===== config.mk =====
export PLATFORM = sky130hd
export DESIGN_NAME = doubled_accum
export DESIGN_NICKNAME = d
export VERILOG_FILES = /design/src/rtl/doubled_accum_pkg.sv /design/src/rtl/doubled_accum_sat_add.sv /design/src/rtl/doubled_accum.sv
export SDC_FILE = /design/constraint.sdc
export NUM_CORES = 1
export LEC_CHECK = 0
export ABC_AREA = 1
export CORE_MARGIN = 3
export CORE_UTILIZATION = 52
export CTS_CLUSTER_DIAMETER = 200
export DETAILED_ROUTE_END_ITERATION = 8
export HOLD_SLACK_MARGIN = 0.1
export PLACE_DENSITY = 0.76
export SETUP_SLACK_MARGIN = 0.2
export SLEW_MARGIN = 20
export SYNTH_ARGS = -nofsm -noshare
export SYNTH_HDL_FRONTEND = slang
export SYNTH_SLANG_ARGS = --single-unit

===== constraint.sdc =====
create_clock -name clk -period 2.22 [get_ports clk]
set_clock_uncertainty 0.2 [all_clocks]
set_input_delay 0.222 -clock clk [delete_from_list [all_inputs] [get_ports clk]]
set_output_delay 0.222 -clock clk [all_outputs]
set_load 0.02 [all_outputs]

===== src/rtl/doubled_accum_pkg.sv =====
// Shared constants for the doubled-sample accumulator.
// State encodings and parameter defaults.
package doubled_accum_pkg;

  localparam int DATA_W_DEF = 10;
  localparam int COUNT_DEF  = 8;
  localparam int SUM_W_DEF  = 12;

  localparam logic [1:0] S_IDLE  = 2'd0;
  localparam logic [1:0] S_ACCUM = 2'd1;
  localparam logic [1:0] S_DONE  = 2'd2;

endpackage


===== src/rtl/doubled_accum_sat_add.sv =====
// Saturating unsigned adder: acc + din clamped to 2^SUM_W-1.
// ovf flags that the clamp was applied.
module sat_add #(
  parameter int DATA_W = 10,
  parameter int SUM_W  = 12
) (
  input  logic [SUM_W-1:0]  acc,
  input  logic [DATA_W-1:0] din,
  output logic [SUM_W-1:0]  sum,
  output logic              ovf
);

  logic [SUM_W:0] wide;

  always_comb begin
    wide = {1'b0, acc} + (SUM_W+1)'(din);
    ovf  = wide[SUM_W];
    sum  = ovf ? {SUM_W{1'b1}} : wide[SUM_W-1:0];
  end

endmodule


===== src/rtl/doubled_accum.sv =====
// Accumulates COUNT valid samples into a saturating sum,
// then holds the result until the consumer takes it.
module doubled_accum
  import doubled_accum_pkg::*;
#(
  parameter int DATA_W = DATA_W_DEF,
  parameter int COUNT  = COUNT_DEF,
  parameter int SUM_W  = SUM_W_DEF
) (
  input  logic              clk,
  input  logic              rst_n,
  input  logic              start,
  input  logic              in_valid,
  input  logic [DATA_W-1:0] in_data,
  input  logic              out_ready,
  output logic              busy,
  output logic              out_valid,
  output logic [SUM_W-1:0]  sum,
  output logic              ovf
);

  localparam int CNT_W = $clog2(COUNT);
  localparam logic [CNT_W-1:0] LAST = CNT_W'(COUNT - 1);

  logic [1:0]       state;
  logic [SUM_W-1:0] acc;
  logic [CNT_W-1:0] cnt;
  logic             ovf_q;
  logic [SUM_W-1:0] add_sum;
  logic             add_ovf;

  sat_add #(
    .DATA_W (DATA_W),
    .SUM_W  (SUM_W)
  ) u_add (
    .acc (acc),
    .din (in_data),
    .sum (add_sum),
    .ovf (add_ovf)
  );

  // Counter stops at LAST on the final sample instead of wrapping.
  always_ff @(posedge clk or negedge rst_n) begin
    if (!rst_n) begin
      state <= S_IDLE;
      acc   <= '0;
      cnt   <= '0;
      ovf_q <= 1'b0;
    end else begin
      unique case (state)
        S_IDLE: begin
          if (start) begin
            state <= S_ACCUM;
            acc   <= '0;
            cnt   <= '0;
            ovf_q <= 1'b0;
          end
        end
        S_ACCUM: begin
          if (in_valid) begin
            acc <= add_sum;
            if (add_ovf)
              ovf_q <= 1'b1;
            if (cnt == LAST)
              state <= S_DONE;
            else
              cnt <= cnt + CNT_W'(1);
          end
        end
        S_DONE: begin
          if (out_ready)
            state <= S_IDLE;
        end
        default: state <= S_IDLE;
      endcase
    end
  end

  assign busy      = (state == S_ACCUM) || (state == S_DONE);
  assign out_valid = (state == S_DONE);
  assign sum       = acc;
  assign ovf       = ovf_q;

endmodule


==> results.md <==
* Outcome: finished clean
* Period utilisation layout at approximately nine tenths
* M2 GR Usage at 39.35%
* Synth Area in Compound Gates at 7.617%
* Row Count at 19
* Gr busiest metal: met2
* Root Driver: clkbuf_4
* Area delta synth->final at 39.64%
* Max VDD drop at just under 1 mV
* Total die area at 0.003624 mm^2
* Die width at 60.20 um
* RSZ-0062 raised after global routing: yes
* Mapped cell area at about 0.0015 mm^2
* Critical Path AT at 2.04 ns
* Placed cells at 292
* Core area at 0.002781 mm^2
* Nets at 303
* Initial antenna violation count at 0
* Mux share of post-synthesis cell area at 0%
* Clock buffer depth at 2
* Largest family of logic cells by synthesized area: simple AND/OR/NAND/NOR gates
* Initial DRT Pass Iterations at 4
* Clk sinks at 18
* Overall routed net length at 4.028 mm
* H-tree levels at 1
* Setup Crit Path Kind: register to register
* Synth Register Bits at 18
* Crit path max fanout at 2
* Met1 GRT Util at 29.16%
* Startpoint types: register
* Worst-Margin Slew at ~0.45 ns
* Antenna-violating nets left at 0
* Overflow after GRT at 0
* Via count at between 1500 and 2000
* Setup violations, final at 0
* ANT cells at 0
* Die Y at 60.20 um
* Warnings from Yosys at 0
* Post-synthesis xor/xnor area fraction at 2.293%
* Clk_lat worst skew at 0.30 ns
* Final core occ at between 70 and 80%
* Final Critical Period at 2.022 ns
* Layout cells sized above 1 at 19.63%
* Met3 Resource Use GR at ~3.2%
* Final HPWL from detailed placement at approximately 2.9 mm
* DR WL/cell at 13.38 um
* Yosys cell types at 23
* CTS Buf Count at 3
* Worst endpoint required time at 2.23 ns
* DR DRC count at 0
* Leakage at 1.201 nW
* Area leader, netlist: dfrtp_1
* Finished Cell Area at 0.002133 mm^2
* Max-slew headroom at 69.95%
* Drt initial violations at 42
* Syn nets at 257
* Final worst slack at between 0.15 and 0.2 ns
* Post-synth top area share at 29.48%
* Max_cap viols at 0
* Dpl cell area at 0.001906 mm^2
* Setup TNS after final layout at 0 ns
* Synth Flop Type: dfrtp_1
* Finished Layout Cells at 301
* Pwr dens at 1097 mW/mm^2
* Syn Area/Cell at 6.790 um^2
* Adder-Cell Fraction of Synth Area at between 10 and 15%
* Number of global-route vias before repair at 1467
* Routed vias/inst at around 5.3
* Initial Utilization at 54.93%
* Largest net degree at the start of global routing at 19
* Simple-gate share of the synthesized area at 35.63%
* Top-count cell post-synth: nand2_1
* Peak Freq at 494.6 MHz
* Pre-CTS setup slack at -0.1730 ns
* FFs w/ async S/R, synth at 100.0%
* Top post-synthesis cells by count: nand2_1 (91), inv_1 (32), dfrtp_1 (18), ha_1 (16), nand3_1 (16)
* Hold Crit Class: register to register
* Final hold vios at 0
* Slew Viols, Final at 0
* First-pass GRT wire length at roughly 6.3 mm
* Number of synthesized flops with an enable pin at 0
* Io pins at 30
* Cells after Synth at 225
* Worst-path clk slew at ~0.12 ns
* I/O Buffers at 29
* Synth top area cells: dfrtp_1 (29%), nand2_1 (22%), ha_1 (13%)
* RePlAce Congestion at ~0.93
* CTS tree: done
* Crit path capture type: register
* Post-synthesis sequential area ratio at 29.48%
* Gr usage total at 23.00%
[final timing paths]
kind,start,endpoint,slack (ns),depth (start not counted)
worst max register to register,sum[0],sum[6],0.20,11
worst max-delay path,sum[0],sum[6],0.20,11
worst min register to register,cnt[2],cnt[2],0.30,2
max in group asynchronous,rst_n,sum[0],1.02,3
min in group asynchronous,rst_n,sum[6],0.58,3
worst min-delay path,cnt[2],cnt[2],0.30,2
[sequential cells by signal, indices dropped and copies added (netlist names)]
register and flops:
sum 12, state 2, ovf 1, cnt 3
[cell families (layout without fill, tap and decap cells)]
kind of cell / after synthesis / count (layout)
xor+xnor: 4 / 4
fa+ha+maj: 17 / 17
buf+inv: 39 / 84
flops: 18 / 18
compound gates: 18 / 18
simple gates: 129 / 129
[per-stage QoR]
step	hold slack, ns	total power, W
final	0.2982	0.002339
after global routing	0.3302	0.002552
after CTS	0.3024	0.002235
after detailed placement	0.2765	0.001953
after global placement	0.2669	0.001923
after floorplan	-0.2736	0.001500
[repair_timing]
action	in CTS	in global routing
hold buffers	1	0
setup endpoints to repair	14	16
gates resized for setup	22	16
hold endpoints to repair	18	0
pin swaps	7	5
setup buffers	3	1
[per-layer routing]
layer | up-vias | share of wire (%)
met5 | - | 0
met4 | 0 | 1.7
met3 | 11 | 4.3
met2 | 47 | 50
met1 | 733 | 44
li1 | 799 | -
[where the power goes]
group / switching, W / internal, W
combinational: 0.000928 / 0.000663
sequential: 0.0000943 / 0.000441
clock: 0.000112 / 0.000100
total: 0.00113 / 0.00120
[layout by cell type, fill, tap and decap left out, types with 2 or more instances in the layout]
cell type,count
clkbuf_4,3
inv_1,32
ha_4,2
ha_1,12
nand2_2,6
a21oi_1,3
o21ai_1,3
xnor2_1,2
inv_2,4
xor2_1,2
dlygate4sd2_1,2
nand4_1,4
buf_4,12
nor2_1,11
nand3_2,7
dfrtp_1,17
nand2_1,86
nand3_1,8
o21ai_2,2
ha_2,2
clkdlybuf4s50_1,27
nand3_4,5
o21ai_0,3
[area by class of cell]
| type | count | area, um^2 |
|---|---|---|
| inverters | 37 | 146.4 |
| multi-input cells | 168 | 1061 |
| clock buffers | 4 | 36.28 |
| fillers | 222 | 648.1 |
| well taps | 31 | 38.79 |
| repair buffers | 43 | 399.1 |
| flip-flops and latches | 18 | 451.7 |
[critical path, stage by stage, from the launching register on]
cell      delay [ns]
dfrtp_2         0.44
ha_4            0.17
fa_2            0.37
nand3_4         0.09
buf_4           0.11
inv_1           0.03
nor2_1          0.11
nor2_1          0.08
o21bai_1        0.13
nand3_1         0.09
nand2_1         0.06
nand2_1         0.04
(Power assumes the default switching activity.)
